$ cat src/rtl/fetch_pkg.sv
// Shared constants for the MIPS fetch stage: FSM encoding, PC step and bubble word.
// Imported by instruction_fetch_unit and if_id_register.
package fetch_pkg;

  localparam logic [1:0] S_BOOT = 2'd0;
  localparam logic [1:0] S_RUN  = 2'd1;
  localparam logic [1:0] S_HALT = 2'd2;

  localparam logic [31:0] PC_STEP          = 32'd4;
  localparam logic [31:0] NOP_WORD_DEFAULT = 32'h0000_0000;

  // Redirect targets are forced onto a word boundary.
  function automatic logic [31:0] align_word(input logic [31:0] addr);
    return addr & 32'hFFFF_FFFC;
  endfunction

endpackage

$ cat src/rtl/instruction_fetch_unit_if_id.sv
// IF/ID pipeline register: flush inserts a bubble, load captures a fetch,
// hold (or no request) keeps the current contents.
module if_id_register
  import fetch_pkg::*;
#(
  parameter logic [31:0] NOP_WORD = NOP_WORD_DEFAULT
) (
  input  logic        clk,
  input  logic        rst_n,
  input  logic        load,
  input  logic        flush,
  input  logic        hold,
  input  logic [31:0] instr_in,
  input  logic [31:0] pc_plus4_in,
  output logic [31:0] instr_out,
  output logic [31:0] pc_plus4_out,
  output logic        valid_out
);

  logic [31:0] instr_q, instr_d;
  logic [31:0] pc_plus4_q, pc_plus4_d;
  logic        valid_q, valid_d;

  // NOTE: every always_comb output gets a default first so no path leaves it
  // unassigned, which would otherwise infer a latch.
  always_comb begin
    instr_d    = instr_q;
    pc_plus4_d = pc_plus4_q;
    valid_d    = valid_q;
    if (flush) begin
      instr_d    = NOP_WORD;
      pc_plus4_d = '0;
      valid_d    = 1'b0;
    end else if (load && !hold) begin
      instr_d    = instr_in;
      pc_plus4_d = pc_plus4_in;
      valid_d    = 1'b1;
    end
  end

  // NOTE: state is updated with non-blocking assignments so every flop samples
  // the pre-edge values regardless of statement order.
  always_ff @(posedge clk or negedge rst_n) begin
    if (!rst_n) begin
      instr_q    <= NOP_WORD;
      pc_plus4_q <= '0;
      valid_q    <= 1'b0;
    end else begin
      instr_q    <= instr_d;
      pc_plus4_q <= pc_plus4_d;
      valid_q    <= valid_d;
    end
  end

  assign instr_out    = instr_q;
  assign pc_plus4_out = pc_plus4_q;
  assign valid_out    = valid_q;

endmodule

$ cat src/rtl/instruction_fetch_unit.sv
// Fetch stage: owns the PC and boot/run/halt FSM, drives the IF/ID register.
// Optional FETCH_PERF_CNT_EN adds FetchCount/BubbleCount performance counters.
module instruction_fetch_unit
  import fetch_pkg::*;
#(
  parameter logic [31:0] PC_RESET = 32'h0000_0000,
  parameter logic [31:0] NOP_WORD = NOP_WORD_DEFAULT
) (
  input  logic        Clk,
  input  logic        Rst_n,
  output logic [31:0] IMemAddress,
  input  logic [31:0] IMemInstruction,
  input  logic        Stall,
  input  logic        BranchTaken,
  input  logic [31:0] BranchTarget,
  input  logic        Halt,
  input  logic        Resume,
  output logic [31:0] IFID_Instruction,
  output logic [31:0] IFID_PCPlus4,
  output logic        IFID_Valid,
  output logic        Halted
`ifdef FETCH_PERF_CNT_EN
  ,
  output logic [31:0] FetchCount,
  output logic [31:0] BubbleCount
`endif
);

  logic [31:0] pc_q, pc_d;
  logic [1:0]  state_q, state_d;
  logic        ifid_load, ifid_flush, ifid_hold;
  logic [31:0] pc_plus4;

  assign pc_plus4 = pc_q + PC_STEP;

  always_comb begin
    pc_d       = pc_q;
    state_d    = state_q;
    ifid_load  = 1'b0;
    ifid_flush = 1'b0;
    case (state_q)
      S_BOOT: begin
        if (Halt) begin
          ifid_flush = 1'b1;
          state_d    = S_HALT;
        end else begin
          ifid_load = 1'b1;
          pc_d      = pc_plus4;
          state_d   = S_RUN;
        end
      end
      S_RUN: begin
        if (BranchTaken) begin
          ifid_flush = 1'b1;
          pc_d       = align_word(BranchTarget);
        end else if (Halt) begin
          ifid_flush = 1'b1;
          state_d    = S_HALT;
        end else if (!Stall) begin
          ifid_load = 1'b1;
          pc_d      = pc_plus4;
        end
      end
      S_HALT: begin
        // A branch resolving while halted must not be lost; it also defers resume.
        ifid_flush = 1'b1;
        if (BranchTaken) begin
          pc_d = align_word(BranchTarget);
        end else if (Resume && !Halt) begin
          state_d = S_RUN;
        end
      end
      default: begin
        ifid_flush = 1'b1;
        state_d    = S_BOOT;
      end
    endcase
  end

  assign ifid_hold = !ifid_load && !ifid_flush;

  always_ff @(posedge Clk or negedge Rst_n) begin
    if (!Rst_n) begin
      pc_q    <= PC_RESET;
      state_q <= S_BOOT;
    end else begin
      pc_q    <= pc_d;
      state_q <= state_d;
    end
  end

  if_id_register #(
    .NOP_WORD(NOP_WORD)
  ) u_if_id (
    .clk         (Clk),
    .rst_n       (Rst_n),
    .load        (ifid_load),
    .flush       (ifid_flush),
    .hold        (ifid_hold),
    .instr_in    (IMemInstruction),
    .pc_plus4_in (pc_plus4),
    .instr_out   (IFID_Instruction),
    .pc_plus4_out(IFID_PCPlus4),
    .valid_out   (IFID_Valid)
  );

  assign IMemAddress = pc_q;
  assign Halted      = (state_q == S_HALT);

`ifdef FETCH_PERF_CNT_EN
  logic [31:0] fetch_cnt_q, fetch_cnt_d;
  logic [31:0] bubble_cnt_q, bubble_cnt_d;

  always_comb begin
    fetch_cnt_d  = fetch_cnt_q + {31'd0, ifid_load};
    bubble_cnt_d = bubble_cnt_q + {31'd0, ifid_flush};
  end

  always_ff @(posedge Clk or negedge Rst_n) begin
    if (!Rst_n) begin
      fetch_cnt_q  <= '0;
      bubble_cnt_q <= '0;
    end else begin
      fetch_cnt_q  <= fetch_cnt_d;
      bubble_cnt_q <= bubble_cnt_d;
    end
  end

  assign FetchCount  = fetch_cnt_q;
  assign BubbleCount = bubble_cnt_q;
`endif

endmodule

$ cat config.mk
export PLATFORM = sky130hd
export DESIGN_NAME = instruction_fetch_unit
export DESIGN_NICKNAME = d
export VERILOG_FILES = /design/src/rtl/fetch_pkg.sv /design/src/rtl/instruction_fetch_unit_if_id.sv /design/src/rtl/instruction_fetch_unit.sv
export SDC_FILE = /design/constraint.sdc
export NUM_CORES = 1
export LEC_CHECK = 0
export BUFFER_PORTS_ARGS = -buffer_cell sky130_fd_sc_hd__clkbuf_2
export CAP_MARGIN = 10
export CORE_ASPECT_RATIO = 0.75
export CORE_MARGIN = 2
export CORE_UTILIZATION = 50
export CTS_CLUSTER_SIZE = 40
export DETAILED_ROUTE_END_ITERATION = 6
export HOLD_SLACK_MARGIN = 0.02
export PLACE_DENSITY = 0.78
export SLEW_MARGIN = 20
export SYNTH_ARGS = -nofsm -noshare
export SYNTH_HDL_FRONTEND = slang
export SYNTH_SLANG_ARGS = --single-unit
$ cat constraint.sdc
create_clock -name Clk -period 2.5 [get_ports Clk]
set_input_delay 0.25 -clock Clk [delete_from_list [all_inputs] [get_ports Clk]]
set_output_delay 0.25 -clock Clk [all_outputs]
set_load 0.05 [all_outputs]
==> impl_metrics.py <==
metrics = {
    "run_status": {
        "status": "complete, no violations",
    },
    "floorplanning": {
        "fp.dieW_um": 115,
        "die_h_um": 87.3,
        "fp-row-count": 30,
        "io_pins": 168,
        "coreArea_mm2": 0.00901,
        "start_util_pct": 51.4,
        "die-area_mm2": 0.0101,
    },
    "critical_path": {
        "path_max_fanout": 5,
        "worstPathCellList": "ha_1 > nand3_1 > or4_1 > nor3_1 > o21ai_0 > o2bb2ai_1",
        "crit_arrival_ps": 2590,
        "slowest_delay_ps": 650,
        "start_kind": "flop",
        "cp-end-kind": "flop",
        "required_ps": 2720,
        "crit_type": "reg2reg",
        "crit_slowest_cell": "or4_1",
        "cp_top_family": "simple AND/OR/NAND/NOR gates",
        "cp.buffers_inverters": 0,
    },
    "finish": {
        "antenna_cells": 0,
        "fin_nets": 705,
        "areaGrowthSynthToFinish_pct": 27.3,
        "drive_above_1_share_pct": 31.9,
    },
    "detailed_routing": {
        "drt_wl_total_mm": 12.8,
        "num_vias": 4322,
        "routedWlPerCell_um": 17.2,
        "drtIter0Drc": 361,
        "drc": 0,
        "ant_nets": 0,
        "viasPerCell": 5.78,
        "firstDrtPassIters": 5,
    },
    "timing": {
        "skew_ps": 10.0,
        "fmax_mhz": 422,
        "slew_violations": 0,
        "rsz0062_at_grt": "no",
        "fin_crit_ps": 2370,
        "slew_headroom_pct": 56.3,
        "hold_viol": 0,
        "final.period_utilization_pct": 94.7,
        "timing_worst_slew_pin_value_ps": 653,
        "finalSetupViolations": 0,
        "hold_ws_ps": 115,
        "finalSetupTns_ps": 0,
    },
    "synthesis": {
        "synth-seq-cells": 95,
        "yosysUniqueCellTypes": 42,
        "synth.avg_cell_area_um2": 9.72,
        "synthMostInstantiatedCell": "dfrtp_1",
        "netlist_top_cells_count": "95 x dfrtp_1, 63 x o21ai_0, 53 x nand2_1, 34 x a22o_1",
        "yosys.area.top_type": "dfrtp_1",
        "ys_top_cells_by_area": "dfrtp_1 51%, o21ai_0 6.8%, a22o_1 6.4%",
        "yosys_warnings": 0,
        "ys_seq_area_share_pct": 51.4,
        "synthArstFlopShare_pct": 100,
        "synth_cells": 476,
        "synth_top_area_share_pct": 51.4,
        "synth_edf_count": 0,
        "ys.flop_type": "dfrtp_1",
        "synth.cell_area_mm2": 0.00463,
    },
    "run": {
        "maxCapViolations": 0,
    },
    "grt": {
        "antenna_found_initial": 0,
        "grt.overflow.total": 0,
        "grt_usage_pct": 26.4,
        "grt_pass1_wl_mm": 20.5,
        "grt_max_degree": 57,
        "grt_pass1_vias": 4106,
    },
    "hold_path": {
        "holdCritPathClass": "in2reg",
    },
    "clocking": {
        "cts.clk_slew.worst_paths_ps": 70,
        "cts_sinks": 95,
        "cts_setup_buffers": 0,
        "numCtsBuffers": 9,
        "cts-htree-levels": 3,
        "cts_buffer_depth": 2,
        "clk_latency_ps": 350,
        "tritoncts": "yes",
        "clock-root-buffer": "clkbuf_16",
    },
    "power": {
        "power_frac_comb_pct": 51.6,
        "irDropWorstVdd_mv": 0.904,
        "intPower_mw": 3.83,
        "p_sw_mw": 4.03,
        "power_leakage_nw": 2.84,
        "switching_share_pct": 51.3,
        "pwr-share-seq_pct": 30.4,
        "power_density_mw_per_mm2": 1330,
        "pwr-share-clk_pct": 18.0,
    },
    "place": {
        "dp_hpwl_mm": 8.89,
        "place_congestion": 0.813,
        "port_buffers": 161,
    },
}
==> metrics by stage <==
| step | instances | setup WS (ps) | utilization, % | instance area (µm²) | power, mW |
|---|---|---|---|---|---|
| final | 748 | 131 | 65.4 | 5890 | 7.85 |
| after global routing | 748 | 24.6 | 65.4 | 5890 | 8.33 |
| after CTS | 748 | 139 | 65.4 | 5890 | 7.85 |
| after detailed placement | 731 | 162 | 61.9 | 5570 | 6.41 |
| after global placement | 731 | 302 | 61.9 | 5570 | 6.29 |
| after floorplan | 479 | 2.27 | - | 4640 | 5.36 |
==> path summary, 6_finish.rpt <==
kind	from	end	slack [ps]	depth (start not counted)
max	IMemAddress[3]	IMemAddress[22]	130	6
min	IMemInstruction[1]	u_if_id.instr_out[1]	120	2
max reg2reg	IMemAddress[3]	IMemAddress[22]	130	6
min reg2reg	u_if_id.pc_plus4_out[23]	u_if_id.pc_plus4_out[23]	480	2
max in group asynchronous	Rst_n	IMemAddress[2]	1340	3
min in group asynchronous	Rst_n	u_if_id.instr_out[15]	440	2
==> cell usage in the layout, fill, tap and decap left out, types with 2 or more instances in the layout <==
master / instances
dfrtp_1: 93
xnor2_1: 23
o21ai_0: 63
nand3_1: 11
o2bb2ai_1: 5
nand4_1: 3
a32oi_1: 5
and3_1: 4
o31a_1: 12
nand2_1: 53
o22ai_1: 10
buf_4: 14
nor3_1: 10
a22oi_1: 10
ha_1: 4
or4b_4: 2
clkbuf_16: 9
clkinv_2: 2
conb_1: 4
a21oi_1: 21
clkbuf_2: 160
nor2_1: 30
dfrtp_2: 2
xor2_1: 5
nor4_1: 2
a22o_1: 34
inv_1: 19
clkbuf_8: 2
==> state kept, by name, summed over array words and instances, names as in the netlist <==
signal	flops
state_q	2
u_if_id.instr_out	32
u_if_id.valid_out	1
IMemAddress	30
u_if_id.pc_plus4_out	30
==> power by group through the flow <==
stage | Sequential [mW] | Clock, mW | Combinational (mW)
detailed placement | 2.40 | 0 | 4.02
global placement | 2.36 | 0 | 3.92
global route | 2.44 | 1.50 | 4.38
CTS | 2.38 | 1.43 | 4.04
finish | 2.39 | 1.42 | 4.05
floorplan | 3.64 | 0 | 1.72
==> per-layer routing <==
layer  GRT usage, %  wire, µm
met3           5.29       770
met4           9.97       235
met5              0         0
met2           41.0      6140
met1           36.8      5690
==> final cells by class <==
| cell class | count | area (µm²) |
|---|---|---|
| clock buffer | 11 | 253 |
| clock inverter | 5 | 56.3 |
| fill | 770 | 3120 |
| inverter | 19 | 71.3 |
| multi-input combinational | 330 | 2060 |
| sequential | 95 | 2380 |
| tap | 112 | 140 |
| timing repair buffer | 176 | 936 |
==> cells by family after synthesis <==
logic type / after synthesis / share of synthesized area [%]
fa+ha+maj: 4 / 1.08
compound gates: 166 / 23.6
flops: 95 / 51.4
other cells: 1 / 0.0810
simple gates: 127 / 13.6
xor+xnor: 28 / 5.30
mux: 1 / 0.216
buf+inv: 54 / 4.73
==> what timing repair did <==
item	CTS	global route
hold buffers	1	0
gates resized for setup	0	0
endpoints found under the hold margin	39	0
(Power assumes the default switching activity.)
